**config.mk**
```make
export PLATFORM = sky130hd
export DESIGN_NAME = bcd_button_entry
export DESIGN_NICKNAME = d
export VERILOG_FILES = /design/src/rtl/bcd_button_entry.sv
export SDC_FILE = /design/constraint.sdc
export NUM_CORES = 1
export LEC_CHECK = 0
export BUFFER_PORTS_ARGS = -buffer_cell sky130_fd_sc_hd__clkbuf_2
export CAP_MARGIN = 30
export CELL_PAD_IN_SITES_DETAIL_PLACEMENT = 2
export CELL_PAD_IN_SITES_GLOBAL_PLACEMENT = 2
export CORE_MARGIN = 2
export CORE_UTILIZATION = 44
export CTS_BUF_LIST = sky130_fd_sc_hd__clkbuf_16
export DETAILED_ROUTE_END_ITERATION = 7
export PLACE_DENSITY_LB_ADDON = 0.1
export SLEW_MARGIN = 20
export SYNTH_ARGS = -nofsm -noshare
export SYNTH_HDL_FRONTEND = slang
export SYNTH_SLANG_ARGS = --single-unit
```
**constraint.sdc**
```tcl
create_clock -name clk -period 20.9 [get_ports clk]
set_input_delay 4.18 -clock clk [delete_from_list [all_inputs] [get_ports clk]]
set_output_delay 4.18 -clock clk [all_outputs]
set_load 0.05 [all_outputs]
```
**src/rtl/bcd_button_entry.sv**
```systemverilog
// rtl/bcd_button_entry.sv - four-digit BCD operand entry from active-low push buttons
module bcd_button_entry #(
    parameter int DEB_CYCLES   = 500000,
    parameter int REP_DELAY    = 25000000,
    parameter int REP_RATE     = 5000000,
    parameter int BLINK_CYCLES = 12500000
) (
    input  logic        clk,
    input  logic        rst,
    input  logic [3:0]  button_mb,
    output logic [15:0] digits,
    output logic [1:0]  sel,
    output logic [3:0]  sel_onehot,
    output logic        blink,
    output logic [15:0] value_out,
    output logic        value_valid
);

    localparam int DW = $clog2(DEB_CYCLES + 1);
    localparam int RW = $clog2(((REP_DELAY > REP_RATE) ? REP_DELAY : REP_RATE) + 1);
    localparam int BW = $clog2(BLINK_CYCLES + 1);

    localparam logic [DW-1:0] DEB_LAST   = DW'(DEB_CYCLES - 1);
    localparam logic [RW-1:0] DELAY_LAST = RW'(REP_DELAY - 1);
    localparam logic [RW-1:0] RATE_LAST  = RW'(REP_RATE - 1);
    localparam logic [BW-1:0] BLINK_LAST = BW'(BLINK_CYCLES - 1);

    typedef enum logic {S_EDIT, S_COMMIT} state_t;

    // Button bit meanings inside the event vector.
    localparam int B_INC    = 0;
    localparam int B_DEC    = 1;
    localparam int B_NEXT   = 2;
    localparam int B_COMMIT = 3;

    logic [3:0]    sync1_q, sync2_q;
    logic [3:0]    btn_s;
    logic [DW-1:0] deb_cnt_q [4];
    logic [DW-1:0] deb_cnt_d [4];
    logic [3:0]    level_q, level_d;
    logic [3:0]    press_q, press_d;
    logic [RW-1:0] rep_cnt_q [2];
    logic [RW-1:0] rep_cnt_d [2];
    logic [1:0]    rep_phase_q, rep_phase_d;
    logic [1:0]    rep_ev_q, rep_ev_d;
    logic [3:0]    ev;

    state_t        state_q;
    logic [15:0]   digits_q;
    logic [1:0]    sel_q;
    logic [1:0]    sel_nxt;
    logic [3:0]    sel_onehot_q;
    logic          blink_q;
    logic [BW-1:0] blink_cnt_q;
    logic [15:0]   value_out_q;
    logic          value_valid_q;
    logic [3:0]    cur_digit;

    function automatic logic [3:0] bcd_inc(input logic [3:0] d);
        return (d >= 4'd9) ? 4'd0 : d + 4'd1;
    endfunction

    function automatic logic [3:0] bcd_dec(input logic [3:0] d);
        return ((d == 4'd0) || (d > 4'd9)) ? 4'd9 : d - 4'd1;
    endfunction

    // Two-flop synchroniser; resets to the released (high) raw level.
    always_ff @(posedge clk or posedge rst) begin
        if (rst) begin
            sync1_q <= 4'hF;
            sync2_q <= 4'hF;
        end else begin
            sync1_q <= button_mb;
            sync2_q <= sync1_q;
        end
    end

    assign btn_s = ~sync2_q;

    // Debounce: count consecutive disagreeing cycles, flip the accepted level at the limit.
    always_comb begin
        level_d = level_q;
        press_d = '0;
        for (int i = 0; i < 4; i++) begin
            deb_cnt_d[i] = '0;
            if (btn_s[i] != level_q[i]) begin
                if (deb_cnt_q[i] == DEB_LAST) begin
                    level_d[i] = btn_s[i];
                    press_d[i] = btn_s[i];
                end else begin
                    deb_cnt_d[i] = deb_cnt_q[i] + 1'b1;
                end
            end
        end
    end

    // Auto-repeat timers for inc/dec: first repeat after REP_DELAY, then every REP_RATE.
    always_comb begin
        for (int i = 0; i < 2; i++) begin
            rep_cnt_d[i]   = rep_cnt_q[i];
            rep_phase_d[i] = rep_phase_q[i];
            rep_ev_d[i]    = 1'b0;
            if (press_d[i]) begin
                rep_cnt_d[i]   = '0;
                rep_phase_d[i] = 1'b0;
            end else if (level_q[i] && level_d[i]) begin
                if (rep_cnt_q[i] == (rep_phase_q[i] ? RATE_LAST : DELAY_LAST)) begin
                    rep_cnt_d[i]   = '0;
                    rep_phase_d[i] = 1'b1;
                    rep_ev_d[i]    = 1'b1;
                end else begin
                    rep_cnt_d[i] = rep_cnt_q[i] + 1'b1;
                end
            end else begin
                rep_cnt_d[i]   = '0;
                rep_phase_d[i] = 1'b0;
            end
        end
    end

    // Register debounce and repeat state; reset leaves every button released.
    always_ff @(posedge clk or posedge rst) begin
        if (rst) begin
            level_q     <= '0;
            press_q     <= '0;
            rep_phase_q <= '0;
            rep_ev_q    <= '0;
            for (int i = 0; i < 4; i++) deb_cnt_q[i] <= '0;
            for (int i = 0; i < 2; i++) rep_cnt_q[i] <= '0;
        end else begin
            level_q     <= level_d;
            press_q     <= press_d;
            rep_phase_q <= rep_phase_d;
            rep_ev_q    <= rep_ev_d;
            for (int i = 0; i < 4; i++) deb_cnt_q[i] <= deb_cnt_d[i];
            for (int i = 0; i < 2; i++) rep_cnt_q[i] <= rep_cnt_d[i];
        end
    end

    assign ev        = press_q | {2'b00, rep_ev_q};
    assign cur_digit = digits_q[{sel_q, 2'b00} +: 4];
    assign sel_nxt   = sel_q + 2'd1;

    // Edit/commit FSM with the blink generator, which restarts whenever sel moves.
    always_ff @(posedge clk or posedge rst) begin
        if (rst) begin
            state_q       <= S_EDIT;
            digits_q      <= '0;
            sel_q         <= '0;
            sel_onehot_q  <= 4'b0001;
            blink_q       <= 1'b0;
            blink_cnt_q   <= '0;
            value_out_q   <= '0;
            value_valid_q <= 1'b0;
        end else begin
            value_valid_q <= 1'b0;
            if (blink_cnt_q == BLINK_LAST) begin
                blink_cnt_q <= '0;
                blink_q     <= ~blink_q;
            end else begin
                blink_cnt_q <= blink_cnt_q + 1'b1;
            end
            case (state_q)
                S_EDIT: begin
                    if (ev[B_COMMIT]) begin
                        state_q       <= S_COMMIT;
                        value_out_q   <= digits_q;
                        value_valid_q <= 1'b1;
                    end else if (ev[B_NEXT]) begin
                        sel_q        <= sel_nxt;
                        sel_onehot_q <= 4'b0001 << sel_nxt;
                        blink_cnt_q  <= '0;
                        blink_q      <= 1'b1;
                    end else if (ev[B_INC] ^ ev[B_DEC]) begin
                        digits_q[{sel_q, 2'b00} +: 4] <= ev[B_INC] ? bcd_inc(cur_digit)
                                                                   : bcd_dec(cur_digit);
                    end
                end
                S_COMMIT: state_q <= S_EDIT;
                default:  state_q <= S_EDIT;
            endcase
        end
    end

    assign digits      = digits_q;
    assign sel         = sel_q;
    assign sel_onehot  = sel_onehot_q;
    assign blink       = blink_q;
    assign value_out   = value_out_q;
    assign value_valid = value_valid_q;

endmodule
```
Word-level counts from Yosys, hierarchy flattened
Cells that the tools add are included.
W data, S select, Z words.
{"block": "word_totals", "register_bits": 211, "latch_bits": 0, "mem_bits_rw": 0, "romBits": 0, "inputBits": 6, "output_inout_bits": 40, "elab_cells": 124, "mem_count": 0}
{"block": "classes", "addsub": 11, "multipliers": 0, "div": 0, "order_cmp": 2, "eq_ne": 13, "n_shift": 4, "muxes": 55, "n_bitwise": 7, "n_reduce_logical": 9}
{"cell": "$mux W25", "count": 8}
{"cell": "$mux W19", "count": 8}
{"cell": "$mux W24", "count": 4}
{"cell": "$add A19 B1 Y19 const B", "count": 4}
{"cell": "$eq A19 B19 Y1 const B", "count": 4}
{"cell": "$add A25 B1 Y25 const B", "count": 2}
{"cell": "$eq A25 B25 Y1", "count": 2}
{"cell": "$mux W1", "count": 30}
{"cell": "$add A24 B1 Y24 const B", "count": 1}
{"cell": "$eq A24 B24 Y1 const B", "count": 1}
{"cell": "$bwmux W16", "count": 1}
{"cell": "$shift A4 B6 Y16 const A", "count": 1}
{"cell": "$shiftx A16 B5 Y4", "count": 1}
{"cell": "$shiftx A4 B6 Y16", "count": 1}
{"cell": "$mux W4", "count": 3}
{"cell": "$ne A3 B2 Y1 const B", "count": 2}
{"cell": "$neg A4 Y6", "count": 1}
{"cell": "$reduce_and A2 Y1", "count": 3}
{"cell": "$add A4 B1 Y4 const B", "count": 1}
{"cell": "$ge A4 B4 Y1 const B", "count": 1}
{"cell": "$gt A4 B4 Y1 const B", "count": 1}
{"cell": "$logic_not A4 Y1", "count": 1}
{"cell": "$ne A1 B1 Y1", "count": 4}
{"cell": "$not A1 Y1", "count": 4}
{"cell": "11 further kinds", "count": 12}

Logic depth before layout (Yosys ltp)
{"block": "depth", "ltp_word": 7, "mapped_depth": 9}

Worst setup path before layout
OpenSTA, ideal clock, no wires.
{"block": "synth_timing", "path_type": "register to output", "start": "register sel_q[1], in the netlist sel[1]", "end": "output port sel[1]", "t_arrival_ns": 0.745, "setup_slack_ns": 15.975, "stages_incl_launch_ff": 1, "path_cell_list": "dfrtp_1"}
{"item": "start: declaration", "line": "50", "text": "logic [1:0] sel_q;"}
{"item": "start signal: assignment", "line": "170", "text": "sel_q <= sel_nxt;"}
{"item": "end: declaration", "line": "12", "text": "output logic [1:0] sel,"}
No word-level cell between the ends.

Final worst setup path
{"block": "layout_timing", "start": "register sel_q[0], in the netlist sel[0]", "end": "output port sel[0]"}
No word-level cell between the ends.

==> out/metrics.csv <==
stage,metric,value,unit
sta,Setup WS post-layout,15070,ps
placement,number of I/O port buffers,45,
sta,f_max,172,MHz
worst_setup_path,worst-path fanout max,13,
synth,main flop type after synthesis,dfrtp_1,
outcome,status,"complete, no violations",
die,die height,155,um
synth,Async SR Flop Fraction,100,%
worst_setup_path,Critical Path Sink Type,output port,
sta,Setup Viol. Count Final,0,
placement,global placement routability congestion,0.761,
clock_network,CTS tree,done,
sta,Max Slew Vio Count,0,
sta,worst slew pin tran,927,ps
clock_network,Root Buffer,clkbuf_16,
finish,final cell count without fillers,1334,
sta,Final min period,5830,ps
synth,"EDFF count, synth",0,
finish,most frequent cells in the layout,"dfrtp_1 (201), nor2_1 (188), xnor2_1 (81)",
clock_network,CTS Hold Bufs,0,
pwr,peak supply drop,0.0000718,V
die,DIE AREA,0.0240,mm2
die,Initial Utilization,44.5,%
clock_network,"Reg clk slew, reported paths",60,ps
worst_setup_path,Crit path largest cell delay,710,ps
routing,antenna-violating nets left,0,
pwr,Static Leak,4.90,nW
global_route,antenna violations before repair,0,
sta,Slew HR,38.0,%
hold_path,Cells on Worst Hold Path,0,
worst_setup_path,R2R setup slack,17920,ps
routing,drt first-iter violations,209,
clock_network,H-tree levels,1,
worst_setup_path,WP buf/inv,1,
clock_network,Sink Count,210,
hold_path,Worst Hold End,sync2_q[1],
synth,net count after synthesis,1001,
sta,Sum Neg Setup Slack,0,ps
placement,Post-Place Setup Slack,15240,ps
routing,Avg WL per Cell,19.9,um
sta,Worst Skew,11.1,ps
worst_setup_path,"Slowest-stage cell, CP",dfrtp_1,
die,Die X,155,um
worst_setup_path,crit path DAT,1650,ps
worst_setup_path,Setup crit start kind,register,
clock_network,post-CTS sizing,0,
finish,layout cells sized above 1,12.8,%
global_route,largest net degree at the start of global routing,101,
finish,area delta synth->final,13.3,%
synth,#FFs+latches synth,210,
pwr,PwrDens,76.2,mW/mm2
die,row count,55,
synth,Post-Syn Area,0.0100,mm2
clock_network,clk_lat worst skew,520,ps
placement,placed cells,1290,
routing,WL final,26500,um
finish,"commonest non-fill, non-tap cell in the layout",dfrtp_1,
die,Core Area,0.0225,mm2
worst_setup_path,"Cell Chain, Critical Path",clkbuf_2,
worst_setup_path,Setup CP Type,reg2out,
hold_path,Hold WC Path Type,reg2reg,
routing,total number of vias,7419,
worst_setup_path,Worst Path Required,16720,ps
worst_setup_path,Crit path max-delay family,flip-flops,
synth,sequential area share after synthesis,52.6,%
synth,Synth Instances,977,
clock_network,CTS max path bufs,3,
die,I/O Pins,46,
sta,count of final hold-check violations,0,
sta,RSZ-0062 raised after global routing,false,
routing,drt pass-1 iters,4,
clock_network,TritonCTS buffer count,25,
global_route,total track usage,23.4,%
finish,Antenna diodes,0,
sta,Tcrit/Tclk final,27.9,%
global_route,global route overflow,0,
synth,library cells used by synthesis,52,
worst_setup_path,Reg-to-Reg End,digits[7],
worst_setup_path,worst reg2reg path startpoint,sel[0],
synth,syn avg cell area,10.2,um2
worst_setup_path,R2R depth,8,
placement,DP HPWL,17900,um
routing,Post-route DRC,0,
flow_run,Max Cap Viol,0,
synth,Syn. warnings,0,
finish,final core occ,50.4,%
global_route,global-route wire length before repair,45100,um
routing,Via density,5.56,
hold_path,Hold Crit Start,sync1_q[1],
global_route,vias in the first global route,8438,
clock_network,"Setup Fix Bufs, Post-CTS",0,
finish,# nets final,1057,
==> metrics by stage <==
step / hold slack [ps] / power [mW] / area, um2
6_report: 357 / 0.864 / 11300
5_1_grt: 367 / 0.893 / 11300
4_1_cts: 357 / 0.878 / 11300
3_5_place_dp: 349 / 0.437 / 10500
3_3_place_gp: 348 / 0.436 / 10500
2_1_floorplan: 345 / 0.431 / 10000
==> sequential cells by signal, indices dropped and copies added (netlist names) <==
signal       count
blink            1
blink_cnt_q     24
deb_cnt_q       76
digits          16
level_q          4
press_q          4
rep_cnt_q       50
rep_ev_q         2
rep_phase_q      2
sel              2
sel_onehot       4
state_q          1
sync1_q          4
sync2_q          4
value_out       16
==> area by class of cell <==
type / count / area [um2]
inverters: 26 / 105
flip-flops and latches: 210 / 5270
repair buffers: 53 / 288
clock inverters: 18 / 179
well taps: 285 / 357
multi-input cells: 717 / 4520
clock buffers: 25 / 626
fillers: 2313 / 11200
==> worst max path at each step <==
stage | from | end | slack (ps) | cells past startpoint
global placement | rst | level_q[0] | 15250 | 3
floorplan | rst | blink | 11000 | 1
global route | sel[0] | sel[0] | 15000 | 1
finish | sel[0] | sel[0] | 15070 | 1
detailed placement | rst | rep_cnt_q[35] | 15240 | 3
CTS | sel[0] | sel[0] | 15040 | 1
==> kinds of logic after synthesis <==
family,count (synthesis),share of synthesized area [%]
flip-flops,210,52.6
adder cells (fa/ha/maj),18,2.25
multiplexers,25,3.25
XOR/XNOR,144,12.6
AND/OR/NAND/NOR,489,24.3
buffers and inverters,50,2.23
AO/OA/AOI/OAI,41,2.71
==> routing by layer <==
metal	share of wire, %	wire length [um]	GRT usage, %	vias to the layer above
met3	3.0	808	3.19	44
met1	44	11600	30.0	3832
met5	0	0	0	-
met4	2.0	543	6.17	0
li1	-	-	-	3452
met2	51	13600	41.5	91
==> cells in the mapped netlist, types with 3 or more instances <==
library cell	n	area share, %
ha_1	18	2.3
nand4_1	30	1.9
nand3_1	62	3.1
buf_2	4	0.20
or2_2	4	0.25
nor2b_1	4	0.25
or3_1	3	0.19
nand2_1	66	2.5
or4b_2	5	0.50
a21oi_1	5	0.25
and4_1	16	1.4
nor4_1	29	1.8
o2bb2ai_1	4	0.35
xor2_1	63	5.5
xnor2_1	81	7.1
mux4_2	4	0.90
dfrtp_1	201	50
nor3_1	26	1.3
dfstp_2	9	2.4
and3_1	19	1.2
o21ai_0	18	0.90
nand2b_1	3	0.19
nor2_1	188	7.1
nand4b_1	6	0.53
nand3b_1	3	0.23
clkbuf_1	13	0.49
inv_1	25	0.94
and2_1	8	0.50
or4_1	7	0.53
o31ai_1	4	0.30
buf_6	3	0.34
mux2_2	20	2.3
==> power by group <==
| part | internal [mW] | total (mW) | switching [mW] |
|---|---|---|---|
| logic | 0.00294 | 0.0157 | 0.0128 |
| clock network | 0.264 | 0.435 | 0.171 |
| registers | 0.410 | 0.413 | 0.00331 |
Note: power is estimated with default switching activity, not from simulation.
